## src/rtl/dma_pkg.sv

```systemverilog
// Shared types and constants for the ICB block-copy DMA master.
package dma_pkg;

    typedef enum logic [2:0] {
        ST_IDLE,
        ST_RD_CMD,
        ST_RD_RSP,
        ST_WR_CMD,
        ST_WR_RSP,
        ST_FIN
    } dma_state_t;

    localparam logic [3:0]  WMASK_FULL = 4'hF;
    localparam int unsigned WORD_BYTES = 4;

endpackage

```

## src/rtl/icb_master_port.sv

```systemverilog
// ICB command/response holder: registered valid, payload held until accepted,
// response acceptance window and read-data capture (the word buffer).
module icb_master_port
    import dma_pkg::*;
#(
    parameter int unsigned ADDR_W = 32
) (
    input  logic              clk,
    input  logic              rst_n,
    input  logic              issue,
    input  logic              issue_read,
    input  logic [ADDR_W-1:0] issue_addr,
    output logic              cmd_fire,
    output logic              rsp_fire,
    output logic              icb_cmd_valid,
    input  logic              icb_cmd_ready,
    output logic              icb_cmd_read,
    output logic [ADDR_W-1:0] icb_cmd_addr,
    output logic [31:0]       icb_cmd_wdata,
    output logic [3:0]        icb_cmd_wmask,
    input  logic              icb_rsp_valid,
    output logic              icb_rsp_ready,
    input  logic [31:0]       icb_rsp_rdata
);

    logic              valid_q, valid_d;
    logic              read_q, read_d;
    logic [ADDR_W-1:0] addr_q, addr_d;
    logic [3:0]        wmask_q, wmask_d;
    logic [31:0]       data_q, data_d;
    logic              rsp_ready_q, rsp_ready_d;

    always_comb begin
        cmd_fire    = valid_q & icb_cmd_ready;
        rsp_fire    = rsp_ready_q & icb_rsp_valid;
        valid_d     = valid_q;
        read_d      = read_q;
        addr_d      = addr_q;
        wmask_d     = wmask_q;
        data_d      = data_q;
        rsp_ready_d = rsp_ready_q;

        if (cmd_fire) begin
            valid_d = 1'b0;
        end
        // Payload only loads on a new issue, so it cannot move while waiting for ready.
        if (issue) begin
            valid_d = 1'b1;
            read_d  = issue_read;
            addr_d  = issue_addr;
            wmask_d = issue_read ? 4'h0 : WMASK_FULL;
        end

        if (cmd_fire) begin
            rsp_ready_d = 1'b1;
        end else if (rsp_fire) begin
            rsp_ready_d = 1'b0;
        end

        if (rsp_fire && read_q) begin
            data_d = icb_rsp_rdata;
        end
    end

    always_ff @(posedge clk or negedge rst_n) begin
        if (!rst_n) begin
            valid_q     <= 1'b0;
            read_q      <= 1'b0;
            addr_q      <= '0;
            wmask_q     <= '0;
            data_q      <= '0;
            rsp_ready_q <= 1'b0;
        end else begin
            valid_q     <= valid_d;
            read_q      <= read_d;
            addr_q      <= addr_d;
            wmask_q     <= wmask_d;
            data_q      <= data_d;
            rsp_ready_q <= rsp_ready_d;
        end
    end

    assign icb_cmd_valid = valid_q;
    assign icb_cmd_read  = read_q;
    assign icb_cmd_addr  = addr_q;
    assign icb_cmd_wdata = data_q;
    assign icb_cmd_wmask = wmask_q;
    assign icb_rsp_ready = rsp_ready_q;

endmodule

```

## src/rtl/icb_dma_master.sv

```systemverilog
// Word-copy DMA master: one outstanding ICB transaction, read then write per word,
// done pulse at the end and a sticky error flag.
module icb_dma_master
    import dma_pkg::*;
#(
    parameter int unsigned ADDR_W = 32,
    parameter int unsigned LEN_W  = 13
) (
    input  logic              clk,
    input  logic              rst_n,
    input  logic              start,
    input  logic [ADDR_W-1:0] src_addr,
    input  logic [ADDR_W-1:0] dst_addr,
    input  logic [LEN_W-1:0]  len_words,
    output logic              busy,
    output logic              done,
    output logic              err,
    output logic              icb_cmd_valid,
    input  logic              icb_cmd_ready,
    output logic              icb_cmd_read,
    output logic [ADDR_W-1:0] icb_cmd_addr,
    output logic [31:0]       icb_cmd_wdata,
    output logic [3:0]        icb_cmd_wmask,
    input  logic              icb_rsp_valid,
    output logic              icb_rsp_ready,
    input  logic [31:0]       icb_rsp_rdata,
    input  logic              icb_rsp_err
);

    localparam logic [ADDR_W-1:0] STEP = ADDR_W'(WORD_BYTES);

    dma_state_t        state_q, state_d;
    logic [ADDR_W-1:0] src_q, src_d;
    logic [ADDR_W-1:0] dst_q, dst_d;
    logic [LEN_W-1:0]  rem_q, rem_d;
    logic              err_q, err_d;
    logic              done_q, done_d;
    logic              busy_q, busy_d;

    logic              issue, issue_read, cmd_fire, rsp_fire;
    logic [ADDR_W-1:0] issue_addr;

    always_comb begin
        state_d    = state_q;
        src_d      = src_q;
        dst_d      = dst_q;
        rem_d      = rem_q;
        err_d      = err_q;
        issue      = 1'b0;
        issue_read = 1'b0;
        issue_addr = '0;

        // Commands are issued on the transition into a CMD state so valid is registered.
        case (state_q)
            ST_IDLE: begin
                if (start) begin
                    src_d = {src_addr[ADDR_W-1:2], 2'b00};
                    dst_d = {dst_addr[ADDR_W-1:2], 2'b00};
                    rem_d = len_words;
                    err_d = 1'b0;
                    if (len_words == '0) begin
                        state_d = ST_FIN;
                    end else begin
                        state_d    = ST_RD_CMD;
                        issue      = 1'b1;
                        issue_read = 1'b1;
                        issue_addr = src_d;
                    end
                end
            end
            ST_RD_CMD: if (cmd_fire) state_d = ST_RD_RSP;
            ST_RD_RSP: begin
                if (rsp_fire) begin
                    if (icb_rsp_err) begin
                        err_d   = 1'b1;
                        state_d = ST_FIN;
                    end else begin
                        state_d    = ST_WR_CMD;
                        issue      = 1'b1;
                        issue_addr = dst_q;
                    end
                end
            end
            ST_WR_CMD: if (cmd_fire) state_d = ST_WR_RSP;
            ST_WR_RSP: begin
                if (rsp_fire) begin
                    src_d = src_q + STEP;
                    dst_d = dst_q + STEP;
                    rem_d = rem_q - 1'b1;
                    if (icb_rsp_err) begin
                        err_d   = 1'b1;
                        state_d = ST_FIN;
                    end else if (rem_q == LEN_W'(1)) begin
                        state_d = ST_FIN;
                    end else begin
                        state_d    = ST_RD_CMD;
                        issue      = 1'b1;
                        issue_read = 1'b1;
                        issue_addr = src_d;
                    end
                end
            end
            ST_FIN:  state_d = ST_IDLE;
            default: state_d = ST_IDLE;
        endcase

        busy_d = (state_d != ST_IDLE);
        done_d = (state_d == ST_FIN);
    end

    always_ff @(posedge clk or negedge rst_n) begin
        if (!rst_n) begin
            state_q <= ST_IDLE;
            src_q   <= '0;
            dst_q   <= '0;
            rem_q   <= '0;
            err_q   <= 1'b0;
            done_q  <= 1'b0;
            busy_q  <= 1'b0;
        end else begin
            state_q <= state_d;
            src_q   <= src_d;
            dst_q   <= dst_d;
            rem_q   <= rem_d;
            err_q   <= err_d;
            done_q  <= done_d;
            busy_q  <= busy_d;
        end
    end

    assign busy = busy_q;
    assign done = done_q;
    assign err  = err_q;

    icb_master_port #(
        .ADDR_W(ADDR_W)
    ) u_port (
        .clk           (clk),
        .rst_n         (rst_n),
        .issue         (issue),
        .issue_read    (issue_read),
        .issue_addr    (issue_addr),
        .cmd_fire      (cmd_fire),
        .rsp_fire      (rsp_fire),
        .icb_cmd_valid (icb_cmd_valid),
        .icb_cmd_ready (icb_cmd_ready),
        .icb_cmd_read  (icb_cmd_read),
        .icb_cmd_addr  (icb_cmd_addr),
        .icb_cmd_wdata (icb_cmd_wdata),
        .icb_cmd_wmask (icb_cmd_wmask),
        .icb_rsp_valid (icb_rsp_valid),
        .icb_rsp_ready (icb_rsp_ready),
        .icb_rsp_rdata (icb_rsp_rdata)
    );

endmodule

```

## config.mk

```make
export PLATFORM = sky130hd
export DESIGN_NAME = icb_dma_master
export DESIGN_NICKNAME = d
export VERILOG_FILES = /design/src/rtl/dma_pkg.sv /design/src/rtl/icb_master_port.sv /design/src/rtl/icb_dma_master.sv
export SDC_FILE = /design/constraint.sdc
export NUM_CORES = 1
export LEC_CHECK = 0
export CAP_MARGIN = 20
export CELL_PAD_IN_SITES_DETAIL_PLACEMENT = 1
export CELL_PAD_IN_SITES_GLOBAL_PLACEMENT = 1
export CORE_MARGIN = 5
export CORE_UTILIZATION = 39
export CTS_CLUSTER_DIAMETER = 120
export CTS_CLUSTER_SIZE = 12
export DETAILED_ROUTE_END_ITERATION = 8
export GPL_TIMING_DRIVEN = 0
export HOLD_SLACK_MARGIN = 0.03
export PLACE_DENSITY_LB_ADDON = 0.1
export SLEW_MARGIN = 10
export SYNTH_ARGS = -nofsm -noshare
export SYNTH_HDL_FRONTEND = slang
export SYNTH_HIERARCHICAL = 1
export SYNTH_SLANG_ARGS = --single-unit
```

## constraint.sdc

```tcl
create_clock -name clk -period 3.15 [get_ports clk]
set_input_delay 0.315 -clock clk [delete_from_list [all_inputs] [get_ports clk]]
set_output_delay 0.315 -clock clk [all_outputs]
set_load 0.1 [all_outputs]
```

==> results.toml, run 1 <==
[drt]
wl_per_cell_um = 23.8
drc = 0
drtAntennaViolNets = 0
first_pass_iters = 5
via_per_inst = 6.04
wl_mm = 32.4
route.vias.total = 8223
drt_iter0_markers = 577

[placed_design]
place_congestion = 0.874
dp_hpwl_mm = 23.5
dpl_cell_area_mm2 = 0.0107
io_buffers = 184

[floorplan]
die_width_um = 157
fp.dieArea_mm2 = 0.0247
die_y_um = 157
pin_count = 189
core_area_mm2 = 0.0212
rows = 53
start_util_pct = 40.0

[synthesis]
synth.avg_cell_area_um2 = 9.73
yosys_warnings = 6
synth_top_family_by_area = "compound AO/OA/AOI/OAI gates"
synth_compound_area_share_pct = 20.1
ys_ff_latch = 147
async_reset_ff_share_pct = 100
yosys.area_share.simple_pct = 17.8
synthAdderAreaFrac_pct = 0.592
seq_area_frac_synth_pct = 43.5
synthesis.area_mm2 = 0.00846
synth_edf_count = 0
yosysUniqueCellTypes = 66
synth_xor_area_share_pct = 3.00
ys.flop_type = "dfrtp_1"
synth_cells = 869
synthMuxAreaShare_pct = 10.8

[clock_tree]
cts_made_buffers = 17
clkTransAtPathRegs_ps = 60
cts_tree = "yes"
clk_root_buffer_cell = "clkbuf_16"
ctsHtreeMaxLevel = 4
post-cts-setup-buffers = 0
insertion_delay_ps = 430
clockBufferDepth = 2
clock_sinks = 147

[flow_run]
cap_violations = 0

[sta]
min_period_over_period_pct = 92.7
hold_viol_final = 0
relSlewSlack_pct = 32.8
drv_slew = 0
fin_worst_skew_ps = 9.95
finalSetupTns_ps = 0
setup_viol = 0
period_minus_slack_ps = 2920
worst-slew-pin-transition_ps = 1000
grt_setup_unrepaired = "no"
clock.fmax_mhz = 342

[setup_path]
criticalPathCategory = "flip-flop to flip-flop"
cp-start-kind = "flip-flop"
rr_startpoint = "state_q[0]"
arrival_ps = 3240
worstSetupStartpoint = "state_q[0]"
critPathRequiredTime_ps = 3470
cp-end-kind = "flip-flop"
cp_max_fo = 19

[global_routing]
grt.total_usage_pct = 26.1
grt_overflow = 0
grt_antenna_before_repair = 0
grt_first_pass_wirelength_mm = 49.8
grt_pass1_vias = 8560
grt_start_max_net_pins = 76

[layout]
stdcell_area_mm2 = 0.0113
fillers = 2405
areaGrowthSynthToFinish_pct = 33.5
final_common_cell = "clkdlybuf4s50_1"
drive_above_1_share_pct = 13.4
regArea_mm2 = 0.00368
num_antenna_cells = 0
finalNetCount = 1193
final_cell_mix = "clkdlybuf4s50_1 (183), dfrtp_1 (147), nand2_1 (74), o21ai_0 (70), a21oi_1 (68)"
multiInputGateArea_mm2 = 0.00445

[pwr]
total_power_mw = 4.17
power_density_mw_per_mm2 = 370
p_leak_nw = 4.75
ir_drop_uv = 358

[status]
status = "complete, no violations"

[min_path]
hp-class = "input port to asynchronous set/reset pin"
==> path summary, 6_finish.rpt <==
kind | depth (start not counted) | slack [ps] | to
min reg2reg | 1 | 510 | u_port/icb_cmd_addr[28]
max reg2reg | 7 | 230 | u_port/icb_cmd_addr[21]
max | 7 | 230 | u_port/icb_cmd_addr[21]
min | 2 | 420 | u_port/icb_cmd_wdata[16]
min in group clk | 3 | 470 | dst_q[2]
max in group asynchronous | 3 | 1890 | src_q[13]
==> worst max-delay path: stages, from the launching register on <==
cell and delay (ps):
dfrtp_1 370, buf_2 200, nor3b_2 500, buf_2 560
a211o_1 200, buf_2 230, buf_2 350, mux2_2 380
==> synthesized netlist by cell type (5+ instances only) <==
library cell | n | area share [%]
a21oi_1 | 68 | 4.0
a221o_1 | 7 | 0.83
a22oi_1 | 37 | 3.3
a2bb2oi_1 | 15 | 1.6
a31oi_1 | 6 | 0.44
and2_1 | 8 | 0.59
and3_1 | 16 | 1.2
and4_1 | 6 | 0.62
buf_1 | 5 | 0.22
buf_2 | 18 | 1.1
clkbuf_1 | 35 | 1.6
dfrtp_1 | 147 | 44
inv_1 | 14 | 0.62
mux2_2 | 35 | 4.7
mux2_4 | 30 | 5.3
mux2i_1 | 7 | 0.83
nand2_1 | 74 | 3.3
nand2b_1 | 6 | 0.44
nand3_1 | 38 | 2.2
nand4_1 | 19 | 1.4
nor2_1 | 46 | 2.0
nor3_1 | 14 | 0.83
nor4_1 | 10 | 0.74
nor4_4 | 5 | 1.3
o21ai_0 | 70 | 4.1
o22a_1 | 8 | 0.83
o22ai_1 | 21 | 1.6
o2bb2ai_1 | 5 | 0.52
or2_2 | 5 | 0.37
or3_1 | 5 | 0.37
xnor2_1 | 11 | 1.1
xor2_1 | 18 | 1.9
==> flip-flops by register name, summed over array words and instances (netlist names), 3 cells and up <==
signal and count:
u_port/icb_cmd_addr 32, u_port/icb_cmd_wdata 32, dst_q 30, src_q 30, rem_q 13, state_q 3
==> logic make-up after synthesis <==
group	after synthesis
buf+inv	79
fa+ha+maj	4
simple gates	271
compound gates	266
xor+xnor	29
flops	147
mux	72
other cells	1
==> metrics by stage <==
step | std cells | worst slack (ps) | hold slack [ps] | util (%)
6_report | 1362 | 229 | 422 | 53.4
4_1_cts | 1362 | 123 | 451 | 53.3
2_1_floorplan | 870 | 74.1 | 19.4 | -
3_5_place_dp | 1330 | -715 | 323 | 50.5
3_3_place_gp | 1329 | -4610 | 487 | 50.3
5_1_grt | 1362 | 54.3 | 472 | 53.4
==> cell type report <==
cell class,instances,area share (%)
multi-input combinational,644,39.4
sequential,147,32.6
timing repair buffer,186,16.7
clock buffer,20,3.96
tap,275,3.05
buffer,64,2.65
clock inverter,12,1.18
inverter,14,0.466
==> power breakdown <==
group / total [mW] / switching (mW) / internal (mW)
sequential: 1.90 / 0.00586 / 1.89
combinational: 0.232 / 0.0956 / 0.137
clock: 2.04 / 0.854 / 1.19
==> what timing repair did <==
item,CTS,global route
endpoints found under the hold margin,74,0
resized for setup,2,2
setup endpoints to repair,29,19
hold buffers,1,0
==> metal layers <==
metal / vias to the layer above / track usage (%) / part of all wire, %
met5: - / 0 / 0
li1: 3661 / - / -
met3: 59 / 5.31 / 7.7
met4: 0 / 8.93 / 2.6
met2: 356 / 43.2 / 47
met1: 4147 / 34.2 / 42
(Power assumes the default switching activity.)
==> inputs of run 2 (changes only) <==
CORE_MARGIN = default   (was 5)
==> run 2 against run 1 <==
  * Total power fell by 1.9%
  * Die area shrank 9.9%
  * Cell count did not move
  * Combinational power is essentially flat
  * Global-route usage is 3.2 points higher
  * Sequential share of layout area is 0.072 points higher
  * Register-to-register slack worse by 30 ps
  * Critical path type unchanged
  * Critical endpoint is now u_port/icb_cmd_addr[14]
  * Largest power group unchanged
  * Highest routed layer unchanged
==> results.toml, run 2 (same netlist as run 1, synthesis figures left out) <==
[floorplan]
rows = 53
die_width_um = 149
die_y_um = 149
core_area_mm2 = 0.0212
fp.dieArea_mm2 = 0.0223
start_util_pct = 40.0
pin_count = 189

[sta]
worst-slew-pin-transition_ps = 1030
grt_setup_unrepaired = "no"
clock.fmax_mhz = 338
min_period_over_period_pct = 93.8
drv_slew = 0
setup_viol = 0
finalSetupTns_ps = 0
hold_viol_final = 0
relSlewSlack_pct = 30.5
fin_ws_ps = 195
fin_worst_skew_ps = 10.8
period_minus_slack_ps = 2950
holdWs_ps = 450

[drt]
drt_iter0_markers = 629
wl_met2_mm = 14.7
dr.max_layer_used = "met4"
drc = 0
drtAntennaViolNets = 0
wl_mm = 31.3
wl_met3_mm = 2.16
via_per_inst = 5.99
wl_per_cell_um = 23.0
route.vias.total = 8161
met1_length_mm = 13.6
first_pass_iters = 5

[setup_path]
cp-start-kind = "flip-flop"
critPathRequiredTime_ps = 3460
crit_family = "buffers and inverters"
cp_num_buf_inv = 4
arrival_ps = 3270
cp-end-kind = "flip-flop"
path_cells = "buf_2, nor3b_2, buf_2, a211o_1, buf_2, buf_2, mux2_2"
critPathSlowestCell = "buf_2"
cp_max_fo = 19
criticalPathCategory = "flip-flop to flip-flop"
crit_top_cell = "buf_2"
cp_slowest_stage_delay_ps = 560

[clock_tree]
clock_sinks = 147
insertion_delay_ps = 430
ctsHtreeMaxLevel = 4
clk_root_buffer_cell = "clkbuf_16"
clkTransAtPathRegs_ps = 60
cts_tree = "yes"
clockBufferDepth = 2
cts_made_buffers = 17

[global_routing]
grt_overflow = 0
grt_start_max_net_pins = 76
grt_antenna_before_repair = 0
grt.total_usage_pct = 29.2
grt_first_pass_wirelength_mm = 49.1
grt_pass1_vias = 8407

[placed_design]
place_congestion = 0.876
dp_slack_ps = -748
dp_hpwl_mm = 22.6
io_buffers = 184

[status]
status = "complete, no violations"

[flow_run]
cap_violations = 0

[layout]
final_cell_mix = "clkdlybuf4s50_1 (183), dfrtp_1 (147), nand2_1 (74), o21ai_0 (70), a21oi_1 (68)"
final_common_cell = "clkdlybuf4s50_1"
drive_above_1_share_pct = 13.4
finalNetCount = 1193
areaGrowthSynthToFinish_pct = 33.2
num_antenna_cells = 0

[pwr]
power_density_mw_per_mm2 = 364
ir_drop_uv = 350
p_leak_nw = 4.72
total_power_mw = 4.10

[min_path]
hp-class = "input port to asynchronous set/reset pin"
-- run 2: cell types whose count changed in the layout (fill, tap and decap cells not counted), sizes merged --
cell      previous run  this run
bufinv               2         1
clkinv               9         3
clkinvlp             0         6
inv                 15        16
-- run 2: power breakdown --
part           internal (mW)  switching, mW  total, mW
Clock                   1.11          0.860       1.97
Sequential              1.89        0.00611       1.90
Combinational          0.136         0.0945      0.231
Total                   3.14          0.960       4.10
-- run 2: final timing paths --
path / cells after the start / slack [ps] / from / endpoint
setup / recovery: 7 / 200 / state_q[2] / u_port/icb_cmd_addr[14]
hold / removal: 2 / 450 / rst_n / u_port/icb_cmd_wdata[12]
setup reg to reg: 7 / 200 / state_q[2] / u_port/icb_cmd_addr[14]
hold reg to reg: 1 / 500 / u_port/icb_cmd_addr[26] / u_port/icb_cmd_addr[26]
max in group asynchronous: 3 / 1920 / rst_n / dst_q[9]
min in group clk: 3 / 460 / dst_addr[2] / dst_q[2]
-- run 2: layer usage --
layer | vias to the layer above | track usage (%)
met5 | - | 0
met4 | 0 | 11.4
met3 | 63 | 4.86
met2 | 349 | 46.8
met1 | 4084 | 39.3
li1 | 3665 | -
-- run 2: timing repair --
item	in CTS	in global routing
endpoints found under the hold margin	74	0
buffers inserted	0	0
hold buffers	1	0
endpoints found under the setup margin	30	28
gates resized for setup	2	2
-- run 2: final cells by class --
type	count	area (µm²)
inverters	14	52.6
multi-input cells	644	4450
repair buffers	186	1880
fillers	2413	9890
flip-flops and latches	147	3680
plain buffers	64	299
well taps	275	344
clock inverters	12	108
clock buffers	20	447
-- run 2: stage by stage --
| step | cells | util [%] | cell area, µm² |
|---|---|---|---|
| after floorplan | 870 | - | 8460 |
| after global placement | 1329 | 50.3 | 10600 |
| after detailed placement | 1330 | 50.5 | 10700 |
| after CTS | 1362 | 53.2 | 11200 |
| after global routing | 1362 | 53.2 | 11300 |
| final | 1362 | 53.2 | 11300 |
==> inputs of run 3 (changes only) <==
MAX_ROUTING_LAYER = met4   (was default)
TNS_END_PERCENT = 10   (was default)
==> run 3 against run 2 <==
  * Total power down 0.14%
  * Sequential share of layout area hardly changed
  * Wire length shrank 0.18%
  * First-iteration DRC count shrank 0.32%
  * Clock skew shrank 0.79 ps
  * Setup slack got worse by 71 ps
  * Non-clock buffer count stayed put
  * Maximum frequency shrank 2.3%
  * Sequential power about the same
  * Via count is 0.48% lower
  * Hold slack better by 5.4 ps
  * Cell count stayed put
  * Critical endpoint unchanged
  * Highest routed layer unchanged
==> results.toml, run 3 (same netlist as run 1, synthesis figures left out) <==
[clock_tree]
clk_root_buffer_cell = "clkbuf_16"
ctsHtreeMaxLevel = 4
clock_sinks = 147
cts_tree = "yes"
clkTransAtPathRegs_ps = 60
insertion_delay_ps = 430
cts_made_buffers = 17
post-cts-setup-buffers = 0
clockBufferDepth = 2

[global_routing]
grt_start_max_net_pins = 76
grt_overflow = 0
grt.total_usage_pct = 30.1
grt_antenna_before_repair = 0
grt_first_pass_wirelength_mm = 49.0
grt_pass1_vias = 8396

[floorplan]
die_y_um = 149
core_area_mm2 = 0.0212
pin_count = 189
rows = 53
die_width_um = 149
fp.dieArea_mm2 = 0.0223
start_util_pct = 40.0

[drt]
drtAntennaViolNets = 0
drt_iter0_markers = 627
wl_mm = 31.2
route.vias.total = 8122
via_per_inst = 5.96
wl_per_cell_um = 22.9
first_pass_iters = 5
drc = 0

[sta]
drv_slew = 0
period_minus_slack_ps = 3030
hold_viol_final = 0
min_period_over_period_pct = 96.0
grt_setup_unrepaired = "no"
worst-slew-pin-transition_ps = 1080
holdWs_ps = 456
clock.fmax_mhz = 331
setup_viol = 0
fin_worst_skew_ps = 9.99
relSlewSlack_pct = 27.2

[placed_design]
dp_hpwl_mm = 22.6
io_buffers = 184
dpl_cell_area_mm2 = 0.0107
place_congestion = 0.890

[pwr]
p_leak_nw = 4.72
power_density_mw_per_mm2 = 363
ir_drop_uv = 348

[layout]
stdcell_area_mm2 = 0.0113
final_common_cell = "clkdlybuf4s50_1"
drive_above_1_share_pct = 13.4
num_antenna_cells = 0
finalNetCount = 1193
regArea_mm2 = 0.00368
final_cell_mix = "clkdlybuf4s50_1 (183), dfrtp_1 (147), nand2_1 (74), o21ai_0 (70), a21oi_1 (68)"
multiInputGateArea_mm2 = 0.00444
fillers = 2415
areaGrowthSynthToFinish_pct = 33.1

[status]
status = "complete, no violations"

[setup_path]
rr_startpoint = "u_port/icb_rsp_ready"
criticalPathCategory = "input port to flip-flop"
cp-start-kind = "input port"
critPathRequiredTime_ps = 3460
cp-end-kind = "flip-flop"
worstSetupStartpoint = "icb_rsp_valid"
arrival_ps = 3340
cp_max_fo = 10

[flow_run]
cap_violations = 0

[min_path]
hp-class = "input port to asynchronous set/reset pin"
run 3: changes by cell type in the layout (fill, tap and decap cells not counted):
cell,before,now
nor4b_4,1,0
nor4b_2,0,1
run 3: cell type report:
type,instances,share of cell area (%)
Buffer,64,2.66
Multi-Input combinational cell,644,39.5
Inverter,14,0.467
Clock buffer,20,3.97
Timing Repair Buffer,186,16.7
Sequential cell,147,32.7
Tap cell,275,3.06
Clock inverter,12,0.956
run 3: critical path, stage by stage:
cell and delay (ps):
clkdlybuf4s50_1 560, and2_1 290, nand2b_1 160, nor4b_2 470
clkbuf_2 390, a211o_1 140, buf_2 240, buf_2 380
mux2_2 390
run 3: layer usage:
metal  share of wire (%)  vias up  GRT usage (%)
li1                    -     3655              -
met1                  44     4065           39.2
met2                  46      331           46.9
met3                 6.9       71           4.59
met4                 3.0        0           11.7
met5                   0        -              -
run 3: final timing paths:
check / depth (start not counted) / end / slack (ps)
worst max-delay path: 9 / u_port/icb_cmd_addr[14] / 120
worst min-delay path: 2 / u_port/icb_cmd_wdata[12] / 460
worst max register to register: 8 / u_port/icb_cmd_addr[14] / 160
worst min register to register: 1 / u_port/icb_cmd_addr[26] / 500
max in group asynchronous: 3 / src_q[7] / 1910
min in group clk: 3 / dst_q[2] / 460
run 3: what timing repair did:
item,in CTS,in global routing
pin swaps,0,0
hold endpoints to repair,74,0
hold buffers,1,0
resized for setup,2,1
endpoints found under the setup margin,30,28
cloned,0,0
run 3: metrics by stage:
stage | total power, mW | cells | TNS (ps) | setup WS (ps) | util [%]
finish | 4.09 | 1362 | 0 | 125 | 53.2
CTS | 4.14 | 1362 | 0 | 91.4 | 53.2
detailed placement | 2.17 | 1330 | -22080 | -748 | 50.5
global route | 4.22 | 1362 | 0 | 11.5 | 53.2
global placement | 2.16 | 1329 | -706230 | -4680 | 50.3
floorplan | 1.95 | 870 | 0 | 74.1 | -
run 3: where the power goes:
part / total [mW] / switching (mW) / internal (mW)
Sequential: 1.90 / 0.00607 / 1.89
Clock: 1.96 / 0.854 / 1.11
Combinational: 0.231 / 0.0945 / 0.136
Total: 4.09 / 0.954 / 3.14
